===== src/rtl/pll_dri_pkg.sv =====
`default_nettype none
// +----------------------------------------------------------------------+
// | pll_dri_pkg : shared encodings for the PLL DRI initiator             |
// | Rev 1.0                                                              |
// +----------------------------------------------------------------------+
package pll_dri_pkg;

  localparam int ADDR_W = 9;
  localparam int DATA_W = 32;

  localparam logic [1:0] OP_READ    = 2'b00;
  localparam logic [1:0] OP_WRITE   = 2'b01;
  localparam logic [1:0] OP_RMW     = 2'b10;
  localparam logic [1:0] OP_ILLEGAL = 2'b11;

  localparam logic [1:0] ERR_OK      = 2'b00;
  localparam logic [1:0] ERR_TIMEOUT = 2'b01;
  localparam logic [1:0] ERR_ILLEGAL = 2'b10;

  localparam int CTRL_RD_BIT   = 0;
  localparam int CTRL_WR_BIT   = 1;
  localparam int CTRL_ADDR_LSB = 2;
  localparam int CTRL_ADDR_MSB = 10;
  localparam int ACK_BIT       = 32;

  typedef enum logic [2:0] {
    IDLE    = 3'd0,
    RD_REQ  = 3'd1,
    RD_WAIT = 3'd2,
    MERGE   = 3'd3,
    WR_REQ  = 3'd4,
    WR_WAIT = 3'd5,
    RESP    = 3'd6
  } dri_state_t;

  // Mask bit set selects the new write bit, clear keeps the bit just read.
  function automatic logic [DATA_W-1:0] rmw_merge(input logic [DATA_W-1:0] rdata,
                                                  input logic [DATA_W-1:0] wdata,
                                                  input logic [DATA_W-1:0] mask);
    return (rdata & ~mask) | (wdata & mask);
  endfunction

endpackage
`default_nettype wire


===== src/rtl/pll_dri_master_if.sv =====
`default_nettype none
// +----------------------------------------------------------------------+
// | pll_dri_master_if : command/response port plus PLL DRI pins          |
// | Rev 1.0                                                              |
// +----------------------------------------------------------------------+
interface pll_dri_master_if;
  import pll_dri_pkg::*;

  logic              cmd_valid;
  logic              cmd_ready;
  logic [1:0]        cmd_op;
  logic [ADDR_W-1:0] cmd_addr;
  logic [DATA_W-1:0] cmd_wdata;
  logic [DATA_W-1:0] cmd_mask;
  logic              rsp_valid;
  logic              rsp_ready;
  logic [DATA_W-1:0] rsp_rdata;
  logic [1:0]        rsp_err;
  logic [10:0]       dri_ctrl;
  logic [32:0]       dri_wdata;
  logic [32:0]       dri_rdata;
  logic              dri_interrupt;
  logic              irq_sticky;
  logic              irq_clr;

  modport master (
    input  cmd_valid, cmd_op, cmd_addr, cmd_wdata, cmd_mask, rsp_ready,
           dri_rdata, dri_interrupt, irq_clr,
    output cmd_ready, rsp_valid, rsp_rdata, rsp_err, dri_ctrl, dri_wdata, irq_sticky
  );

  modport slave (
    output cmd_valid, cmd_op, cmd_addr, cmd_wdata, cmd_mask, rsp_ready,
           dri_rdata, dri_interrupt, irq_clr,
    input  cmd_ready, rsp_valid, rsp_rdata, rsp_err, dri_ctrl, dri_wdata, irq_sticky
  );

endinterface
`default_nettype wire


===== src/rtl/pll_dri_timeout.sv =====
`default_nettype none
// +----------------------------------------------------------------------+
// | pll_dri_timeout : acknowledge wait counter with terminal-count flag  |
// | Rev 1.0                                                              |
// +----------------------------------------------------------------------+
module pll_dri_timeout #(
  parameter int unsigned TIMEOUT_CYCLES = 255
) (
  input  logic clk,
  input  logic rst_n,
  input  logic i_clr,
  input  logic i_en,
  output logic o_tc
);

  localparam logic [15:0] c_TERMINAL = 16'(TIMEOUT_CYCLES);

  logic [15:0] r_count;

  // Holds at terminal count so the flag stays asserted until cleared.
  always_ff @(posedge clk or negedge rst_n) begin
    if (!rst_n) begin
      r_count <= '0;
    end else if (i_clr) begin
      r_count <= '0;
    end else if (i_en && !o_tc) begin
      r_count <= r_count + 16'd1;
    end
  end

  assign o_tc = (r_count == c_TERMINAL);

endmodule
`default_nettype wire


===== src/rtl/pll_dri_master.sv =====
`default_nettype none
// +----------------------------------------------------------------------+
// | pll_dri_master : sequences read/write/RMW commands onto the PLL DRI  |
// | Rev 1.0                                                              |
// +----------------------------------------------------------------------+
module pll_dri_master
  import pll_dri_pkg::*;
#(
  parameter int unsigned TIMEOUT_CYCLES = 255
) (
  input  logic             clk,
  input  logic             rst_n,
  pll_dri_master_if.master bus
);

  dri_state_t        r_state;
  dri_state_t        w_next_state;
  logic [1:0]        r_op;
  logic [ADDR_W-1:0] r_addr;
  logic [DATA_W-1:0] r_wdata;
  logic [DATA_W-1:0] r_mask;
  logic [DATA_W-1:0] r_wword;
  logic              r_rd_stb;
  logic              r_wr_stb;
  logic              r_cmd_ready;
  logic              r_rsp_valid;
  logic [DATA_W-1:0] r_rsp_rdata;
  logic [1:0]        r_rsp_err;
  logic              r_irq;

  logic              w_accept;
  logic              w_ack;
  logic              w_in_wait;
  logic              w_tc;
  logic [DATA_W-1:0] w_rsp_rdata_nxt;
  logic [1:0]        w_rsp_err_nxt;
  logic [DATA_W-1:0] w_wword_nxt;

  assign w_ack     = bus.dri_rdata[ACK_BIT];
  assign w_in_wait = (r_state == RD_WAIT) || (r_state == WR_WAIT);

  pll_dri_timeout #(
    .TIMEOUT_CYCLES(TIMEOUT_CYCLES)
  ) u_timeout (
    .clk   (clk),
    .rst_n (rst_n),
    .i_clr (!w_in_wait),
    .i_en  (w_in_wait && !w_ack),
    .o_tc  (w_tc)
  );

  always_comb begin
    w_next_state    = r_state;
    w_accept        = 1'b0;
    w_rsp_rdata_nxt = r_rsp_rdata;
    w_rsp_err_nxt   = r_rsp_err;
    w_wword_nxt     = r_wword;
    case (r_state)
      IDLE: begin
        if (bus.cmd_valid && r_cmd_ready) begin
          w_accept        = 1'b1;
          w_rsp_rdata_nxt = '0;
          w_rsp_err_nxt   = ERR_OK;
          case (bus.cmd_op)
            OP_READ, OP_RMW: w_next_state = RD_REQ;
            OP_WRITE: begin
              w_next_state = WR_REQ;
              w_wword_nxt  = bus.cmd_wdata;
            end
            default: begin
              w_next_state  = RESP;
              w_rsp_err_nxt = ERR_ILLEGAL;
            end
          endcase
        end
      end
      RD_REQ: w_next_state = RD_WAIT;
      RD_WAIT: begin
        // The read value is parked in the response register; RMW merges from it.
        if (w_ack) begin
          w_rsp_rdata_nxt = bus.dri_rdata[DATA_W-1:0];
          w_next_state    = (r_op == OP_RMW) ? MERGE : RESP;
        end else if (w_tc) begin
          w_rsp_rdata_nxt = '0;
          w_rsp_err_nxt   = ERR_TIMEOUT;
          w_next_state    = RESP;
        end
      end
      MERGE: begin
        w_wword_nxt  = rmw_merge(r_rsp_rdata, r_wdata, r_mask);
        w_next_state = WR_REQ;
      end
      WR_REQ: w_next_state = WR_WAIT;
      WR_WAIT: begin
        if (w_ack) begin
          w_next_state = RESP;
        end else if (w_tc) begin
          w_rsp_rdata_nxt = '0;
          w_rsp_err_nxt   = ERR_TIMEOUT;
          w_next_state    = RESP;
        end
      end
      RESP: begin
        if (bus.rsp_ready) w_next_state = IDLE;
      end
      default: w_next_state = IDLE;
    endcase
  end

  // Every pin is a flop decoded from the next state, so strobes land in the REQ cycle.
  always_ff @(posedge clk or negedge rst_n) begin
    if (!rst_n) begin
      r_state     <= IDLE;
      r_op        <= OP_READ;
      r_addr      <= '0;
      r_wdata     <= '0;
      r_mask      <= '0;
      r_wword     <= '0;
      r_rd_stb    <= 1'b0;
      r_wr_stb    <= 1'b0;
      r_cmd_ready <= 1'b1;
      r_rsp_valid <= 1'b0;
      r_rsp_rdata <= '0;
      r_rsp_err   <= ERR_OK;
    end else begin
      r_state     <= w_next_state;
      r_rd_stb    <= (w_next_state == RD_REQ);
      r_wr_stb    <= (w_next_state == WR_REQ);
      r_cmd_ready <= (w_next_state == IDLE);
      r_rsp_valid <= (w_next_state == RESP);
      r_rsp_rdata <= w_rsp_rdata_nxt;
      r_rsp_err   <= w_rsp_err_nxt;
      r_wword     <= w_wword_nxt;
      if (w_accept) begin
        r_op    <= bus.cmd_op;
        r_addr  <= bus.cmd_addr;
        r_wdata <= bus.cmd_wdata;
        r_mask  <= bus.cmd_mask;
      end
    end
  end

  always_ff @(posedge clk or negedge rst_n) begin
    if (!rst_n) begin
      r_irq <= 1'b0;
    end else if (bus.dri_interrupt) begin
      r_irq <= 1'b1;
    end else if (bus.irq_clr) begin
      r_irq <= 1'b0;
    end
  end

  assign bus.cmd_ready                            = r_cmd_ready;
  assign bus.rsp_valid                            = r_rsp_valid;
  assign bus.rsp_rdata                            = r_rsp_rdata;
  assign bus.rsp_err                              = r_rsp_err;
  assign bus.dri_ctrl[CTRL_ADDR_MSB:CTRL_ADDR_LSB] = r_addr;
  assign bus.dri_ctrl[CTRL_WR_BIT]                = r_wr_stb;
  assign bus.dri_ctrl[CTRL_RD_BIT]                = r_rd_stb;
  assign bus.dri_wdata                            = {1'b0, r_wword};
  assign bus.irq_sticky                           = r_irq;

endmodule
`default_nettype wire


===== src/flat_wrapper.sv =====
// flat-port wrapper written by rule: the top's interface ports become plain ports
module pll_dri_master_flat import pll_dri_pkg::*;
#(
  parameter int unsigned TIMEOUT_CYCLES = 255
)
  (clk, rst_n, bus_cmd_valid, bus_cmd_op, bus_cmd_addr, bus_cmd_wdata, bus_cmd_mask, bus_rsp_ready, bus_dri_rdata, bus_dri_interrupt, bus_irq_clr, bus_cmd_ready, bus_rsp_valid, bus_rsp_rdata, bus_rsp_err, bus_dri_ctrl, bus_dri_wdata, bus_irq_sticky);
  pll_dri_master_if bus_i ();
  input  logic clk;
  input  logic rst_n;
  input wire logic [$bits(bus_i.cmd_valid)-1:0] bus_cmd_valid;
  input wire logic [$bits(bus_i.cmd_op)-1:0] bus_cmd_op;
  input wire logic [$bits(bus_i.cmd_addr)-1:0] bus_cmd_addr;
  input wire logic [$bits(bus_i.cmd_wdata)-1:0] bus_cmd_wdata;
  input wire logic [$bits(bus_i.cmd_mask)-1:0] bus_cmd_mask;
  input wire logic [$bits(bus_i.rsp_ready)-1:0] bus_rsp_ready;
  input wire logic [$bits(bus_i.dri_rdata)-1:0] bus_dri_rdata;
  input wire logic [$bits(bus_i.dri_interrupt)-1:0] bus_dri_interrupt;
  input wire logic [$bits(bus_i.irq_clr)-1:0] bus_irq_clr;
  output wire logic [$bits(bus_i.cmd_ready)-1:0] bus_cmd_ready;
  output wire logic [$bits(bus_i.rsp_valid)-1:0] bus_rsp_valid;
  output wire logic [$bits(bus_i.rsp_rdata)-1:0] bus_rsp_rdata;
  output wire logic [$bits(bus_i.rsp_err)-1:0] bus_rsp_err;
  output wire logic [$bits(bus_i.dri_ctrl)-1:0] bus_dri_ctrl;
  output wire logic [$bits(bus_i.dri_wdata)-1:0] bus_dri_wdata;
  output wire logic [$bits(bus_i.irq_sticky)-1:0] bus_irq_sticky;
  assign bus_i.cmd_valid = bus_cmd_valid;
  assign bus_i.cmd_op = bus_cmd_op;
  assign bus_i.cmd_addr = bus_cmd_addr;
  assign bus_i.cmd_wdata = bus_cmd_wdata;
  assign bus_i.cmd_mask = bus_cmd_mask;
  assign bus_i.rsp_ready = bus_rsp_ready;
  assign bus_i.dri_rdata = bus_dri_rdata;
  assign bus_i.dri_interrupt = bus_dri_interrupt;
  assign bus_i.irq_clr = bus_irq_clr;
  assign bus_cmd_ready = bus_i.cmd_ready;
  assign bus_rsp_valid = bus_i.rsp_valid;
  assign bus_rsp_rdata = bus_i.rsp_rdata;
  assign bus_rsp_err = bus_i.rsp_err;
  assign bus_dri_ctrl = bus_i.dri_ctrl;
  assign bus_dri_wdata = bus_i.dri_wdata;
  assign bus_irq_sticky = bus_i.irq_sticky;
  pll_dri_master #(.TIMEOUT_CYCLES(TIMEOUT_CYCLES)) u_core (.clk(clk), .rst_n(rst_n), .bus(bus_i));
endmodule

===== config.mk =====
export PLATFORM = sky130hd
export DESIGN_NAME = pll_dri_master_flat
export DESIGN_NICKNAME = d
export VERILOG_FILES = /design/src/rtl/pll_dri_pkg.sv /design/src/rtl/pll_dri_master_if.sv /design/src/rtl/pll_dri_timeout.sv /design/src/rtl/pll_dri_master.sv /design/src/flat_wrapper.sv
export SDC_FILE = /design/constraint.sdc
export NUM_CORES = 1
export LEC_CHECK = 0
export ABC_AREA = 1
export BUFFER_PORTS_ARGS = -buffer_cell sky130_fd_sc_hd__buf_4
export CAP_MARGIN = 10
export CORE_UTILIZATION = 32
export DETAILED_ROUTE_END_ITERATION = 8
export SLEW_MARGIN = 30
export SYNTH_ARGS = -nofsm -noshare
export SYNTH_HDL_FRONTEND = slang
export SYNTH_SLANG_ARGS = --single-unit

===== constraint.sdc =====
create_clock -name clk -period 4.7 [get_ports clk]
set_input_delay 0.705 -clock clk [delete_from_list [all_inputs] [get_ports clk]]
set_output_delay 0.705 -clock clk [all_outputs]
set_load 0.01 [all_outputs]

==> After elaboration in Yosys (flattened, before gate mapping) <==
Index checks and enable logic that the tools add are counted.
{ "totals": {"word_cells": 84, "reg_bits": 165, "in_bits": 114, "out_inout_bits": 81} }
{ "op_classes": {"n_mux": 27, "bitwise": 4, "add_sub_neg": 1, "eq_ne": 19, "reduce_logical": 19} }
{ "ops": {"columns": ["op", "count"], "rows": [
  ["$mux W32", 6],
  ["$pmux W32 S3", 1],
  ["$and A32 B32 Y32", 2],
  ["$pmux W32 S2", 1],
  ["$mux W16", 2],
  ["$not A32 Y32", 1],
  ["$or A32 B32 Y32", 1],
  ["$pmux W3 S7", 1],
  ["$mux W3", 6],
  ["$add A16 B1 Y16 const B", 1],
  ["$eq A16 B8 Y1 const B", 1],
  ["$eq A3 B3 Y1 const B", 5],
  ["$mux W2", 4],
  ["$ne A2 B2 Y1 const B", 4],
  ["$eq A3 B1 Y1 const B", 2],
  ["$eq A3 B2 Y1 const B", 2],
  ["$logic_not A3 Y1", 2],
  ["$pmux W3 S2", 1],
  ["$reduce_and A3 Y1", 2],
  ["$reduce_bool A2 Y1", 3],
  ["$eq A2 B2 Y1 const B", 2],
  ["$mux W1", 4],
  ["$ne A2 B1 Y1 const B", 2],
  ["$pmux W2 S2", 1],
  ["other kinds (9)", 13]
]} }

==> Longest topological paths before layout <==
{ "logic_depth": {"depth_word": 6, "depth_mapped": 12, "ltp_nobuf": 12} }

==> By module <==
A second synthesis with hierarchy kept.
{ "unflattened": {"hier_cells": 999, "area_unflattened_um2": 7763.7} }
{ "modules_own_cells": {"columns": ["mod", "area_each_um2", "cells_each", "instances", "seq_area_each_um2"], "rows": [
  ["pll_dri_master", 6702.7, 841, 1, 3729.8],
  ["pll_dri_timeout", 1061.0, 158, 1, 400.4]
]} }

==> Least setup slack after synthesis <==
No wires, ideal clock.
{ "synth_path": {"kind": "in2reg", "startpoint": "input bus_cmd_valid", "endpoint": "register u_core.r_wword[0]", "stages": 8, "setup_ns": 0.119, "slack_ns": 3.041, "arrival_time_ns": 1.540, "required_time_ns": 4.581, "n_path_buf": 2, "path_cell_list": "nand2_1 -> nor2_2 -> nand2_1 -> o21ai_1 -> buf_4 -> buf_4 -> nand2_1 -> o21a_1"} }
{ "synth_via": {"elab_chain_cells": 3} }
{ "synth_lines": {"columns": ["item", "line_no", "source"], "rows": [
  ["start, declared", "flat_wrapper.sv:10", "input wire logic [$bits(bus_i.cmd_valid)-1:0] bus_cmd_valid;"],
  ["$logic_and A1 B1 Y1", "pll_dri_master.sv:60", "if (bus.cmd_valid && r_cmd_ready) begin"],
  ["$ne A2 B1 Y1 (no line)", null, null],
  ["$reduce_and A3 Y1 (no line)", null, null],
  ["end signal, assigned", "pll_dri_master.sv:133", "r_wword <= w_wword_nxt;"],
  ["end, declared", "pll_dri_master.sv:22", "logic [DATA_W-1:0] r_wword;"]
]} }
No other way between the ends.
A chain may end at the register's enable or synchronous reset.

==> Worst setup path after layout <==
{ "layout_path": {"startpoint": "register u_core.r_state[0]", "endpoint": "register u_core.r_rsp_rdata[12], in the netlist u_core.bus.rsp_rdata[12]"} }
{ "layout_via": {"elab_chain_cells": 3, "elab_cells_between_ends": 8, "classes_between": "eq/ne: 4; mux: 1; reduce/logical: 3"} }
{ "layout_lines": {"columns": ["item", "line_no", "source"], "rows": [
  ["start, declared", "pll_dri_master.sv:16", "dri_state_t r_state;"],
  ["start signal, assigned", "pll_dri_master.sv:126", "r_state <= w_next_state;"],
  ["$eq A3 B3 Y1, or another cell as far along", "pll_dri_master.sv:58", "case (r_state)"],
  ["$ne A2 B2 Y1 (no line), or another cell as far along", null, null],
  ["$reduce_and A3 Y1 (no line)", null, null],
  ["end signal, assigned", "pll_dri_master.sv:131", "r_rsp_rdata <= w_rsp_rdata_nxt;"],
  ["end, declared", "pll_dri_master.sv:27", "logic [DATA_W-1:0] r_rsp_rdata;"]
]} }
Parallel ways exist; a longest one is shown, timed or not.

==> summary.txt <==
Clocking
  – Clock Pin Slew Worst Setup and Hold Paths: 0.07 ns
  – Clock Latency Late Sink: 0.42 ns
  – # resized after CTS: 0
  – TritonCTS clock tree: yes
  – Clock tree sinks: 165
  – Setup Fix Bufs, Post-CTS: 0
  – CTS buffer count: 17
  – H-Tree Depth: 4
  – Root buf cell: clkbuf_16
  – Cts hold-fix bufs: 0
  – CTS max path bufs: 2

Setup path
  – CP endpoint kind: register
  – Crit Path Class: register to register
  – Crit-path max FO: 47
  – Worst Path Required: 4.96 ns
  – Startpoint Class: register
  – Crit path DAT: 2.74 ns

Logic synthesis
  – Post-synthesis compound-gate area fraction: 0.143
  – Seq/Total Area, Yosys: 0.557
  – Syn Inst Count: 902
  – Syn_area_per_cell: 8.22 µm²
  – Netlist Area Pre-Place: 7420 µm²
  – Synthesized flop and latch total: 165
  – Simple-gate share of the synthesized area: 0.200
  – Mux cell area share after synthesis: 0
  – Syn nets: 1017
  – Post-synthesis xor/xnor area fraction: 0.00590
  – Synth Warn #: 0
  – Largest family of logic cells by synthesized area: simple AND/OR/NAND/NOR gates
  – Post-synthesis adder-cell area fraction: 0.00169
  – Synth cell types: 27

Die
  – CORE AREA: 22700 µm²
  – Die Wd: 154 µm
  – I/O pins: 195
  – Initial Util: 0.327
  – Die area: 23800 µm²
  – Cell Rows: 55
  – Die span in y: 154 µm

Layout
  – Diode count: 0
  – Fillers: 2296
  – Synthesis-to-layout area growth: 30.5%
  – Commonest non-fill, non-tap cell in the layout: nand2_1
  – Fin area: 9680 µm²
  – Share of cells above drive strength 1: 0.223
  – Leading cell types in the layout, fill and taps excluded: nand2_1, buf_4, dfrtp_1
  – Nets: 1194

Timing
  – Fin crit period: 2.47 ns
  – Rel. slew slack: 0.423
  – Least-Margin Pin Slew: 0.865 ns
  – Fin Setup TNS: 0 ns
  – Worst-case clock skew: 0.0105 ns
  – Setup violations, final: 0
  – Final Cycle Share: 0.526
  – Final Hold Vio Count: 0
  – Setup ws final: 2.23 ns
  – Fin Hold WS: 0.327 ns
  – RSZ-0062 raised after global routing: no
  – Fmax: 0.404 GHz
  – Final Slew Violations: 0

GRT
  – First-pass GRT wire length: 31.1 mm
  – Vias in the first global route: 6086
  – Gr usage total: 0.167
  – Antenna violations before repair: 1
  – Total gr overflow: 0
  – Largest net degree at the start of global routing: 96

Status
  – Status: finished, final reports clean

Placement
  – IO Port Bufs: 193
  – GP Congestion: 0.839
  – DP Worst Slack: 2.07 ns
  – Area after DPL: 9100 µm²
  – Hpwl dp: 13.0 mm

Route
  – # DRC: 0
  – Starting DRC count in detailed routing: 350
  – Routed WL per cell: 13.8 µm
  – Remaining antenna violation count: 0
  – Vias per cell: 4.54
  – Total wire length: 19.1 mm
  – First-pass DRT Iterations: 4
  – Routed via count: 6245

Pwr
  – Pwr/cell area: 560 nW/µm²
  – Total power: 5.42 mW
  – Worst VDD drop: 0.234 mV
  – Leak: 5.02 nW

Hold path
  – HP Class: input port to asynchronous set/reset pin

Run
  – Max-Cap Viols: 0
## final timing paths
kind,slack [ns],end,cells after the start,start
hold reg to reg,0.48,u_core.r_addr[1]$_DFFE_PN0P_,2,u_core.r_addr[1]$_DFFE_PN0P_
setup / recovery,2.23,u_core.bus.rsp_rdata[12]$_DFFE_PN0P_,9,u_core.r_state[0]$_DFF_PN0_
hold / removal,0.33,u_core.r_wword[28]$_DFFE_PN0P_,1,rst_n
max in group asynchronous,3.46,u_core.bus.cmd_ready$_DFF_PN1_,2,rst_n
setup reg to reg,2.23,u_core.bus.rsp_rdata[12]$_DFFE_PN0P_,9,u_core.r_state[0]$_DFF_PN0_
min in group clk,0.46,u_core.bus.irq_sticky$_DFFE_PN0P_,2,bus_irq_clr
## metal layers
metal / up-vias / global-route usage / wire (µm)
met3: 14 / 0.0454 / 1150
met4: 2 / 0.0382 / 148
li1: 3196 / - / -
met2: 159 / 0.269 / 8820
met1: 2874 / 0.225 / 8940
met5: - / 0 / 17
## flip-flops by register name, indices dropped and copies added (netlist names), 2 cells and up
signal / count
u_core.bus.rsp_rdata: 32
u_core.r_mask: 32
u_core.r_wdata: 32
u_core.r_wword: 32
u_core.u_timeout.r_count: 16
u_core.r_addr: 9
u_core.r_state: 3
u_core.bus.rsp_err: 2
u_core.r_op: 2
## cell usage after synthesis
library cell / count / area (µm²)
nand2_1: 315 / 1180
dfrtp_1: 164 / 4100
inv_1: 122 / 458
o21ai_0: 107 / 536
o22ai_1: 36 / 225
o21a_1: 32 / 240
nor2_1: 25 / 93.8
nand3_1: 21 / 105
clkbuf_1: 15 / 56.3
buf_4: 13 / 97.6
buf_2: 10 / 50.1
nor3_1: 6 / 30.0
nand4_1: 5 / 31.3
a21oi_1: 4 / 20.0
inv_2: 4 / 15.0
xor2_1: 4 / 35.0
buf_1: 3 / 11.3
nand2_2: 3 / 18.8
nor2_2: 3 / 18.8
o21ai_1: 2 / 10.0
o21bai_1: 2 / 15.0
a31oi_1: 1 / 6.26
conb_1: 1 / 3.75
dfstp_2: 1 / 26.3
ha_1: 1 / 12.5
o31ai_1: 1 / 7.51
xnor2_1: 1 / 8.76
## layout make-up
| type | instances | area, µm² | share of cell area |
|---|---|---|---|
| Tap cell | 285 | 357 | 0.0368 |
| Timing Repair Buffer | 199 | 1510 | 0.156 |
| Clock buffer | 19 | 433 | 0.0447 |
| Clock inverter | 13 | 148 | 0.0153 |
| Multi-Input combinational cell | 570 | 2630 | 0.271 |
| Sequential cell | 165 | 4130 | 0.427 |
| Inverter | 126 | 473 | 0.0489 |
## where the power goes
group / switching [mW] / leakage, nW / internal [mW] / total [mW]
Clock: 0.595 / 0.276 / 0.791 / 1.39
Combinational: 0.969 / 2.66 / 0.792 / 1.76
Sequential: 0.320 / 2.08 / 1.95 / 2.27
Total: 1.88 / 5.02 / 3.54 / 5.42
## critical path: stages (launching register included)
cell     delay [ns]
dfrtp_1        0.45
nor2_2         0.19
nand2_1        0.11
nor2_4         0.09
buf_4          0.47
nor2_1         0.10
nor2_1         0.10
nand2_1        0.07
inv_2          0.55
o22ai_1        0.15
## cells by family (layout without fill, tap and decap cells)
kind of cell               after synthesis  in the layout
and+or+nand+nor                        378            378
AOI/OAI and AO/OA                      185            185
buffers and inverters                  167            357
DFF                                    165            165
xor gates and xnor gates                 5              5
adders and majority gates                1              1
other                                    1              1
## metrics by stage
stage,util,std cells
after floorplan,-,902
after global placement,0.401,1345
after detailed placement,0.401,1345
after CTS,0.426,1377
after global routing,0.426,1377
final,0.426,1377
No activity file was read; power rests on OpenSTA's default activity.
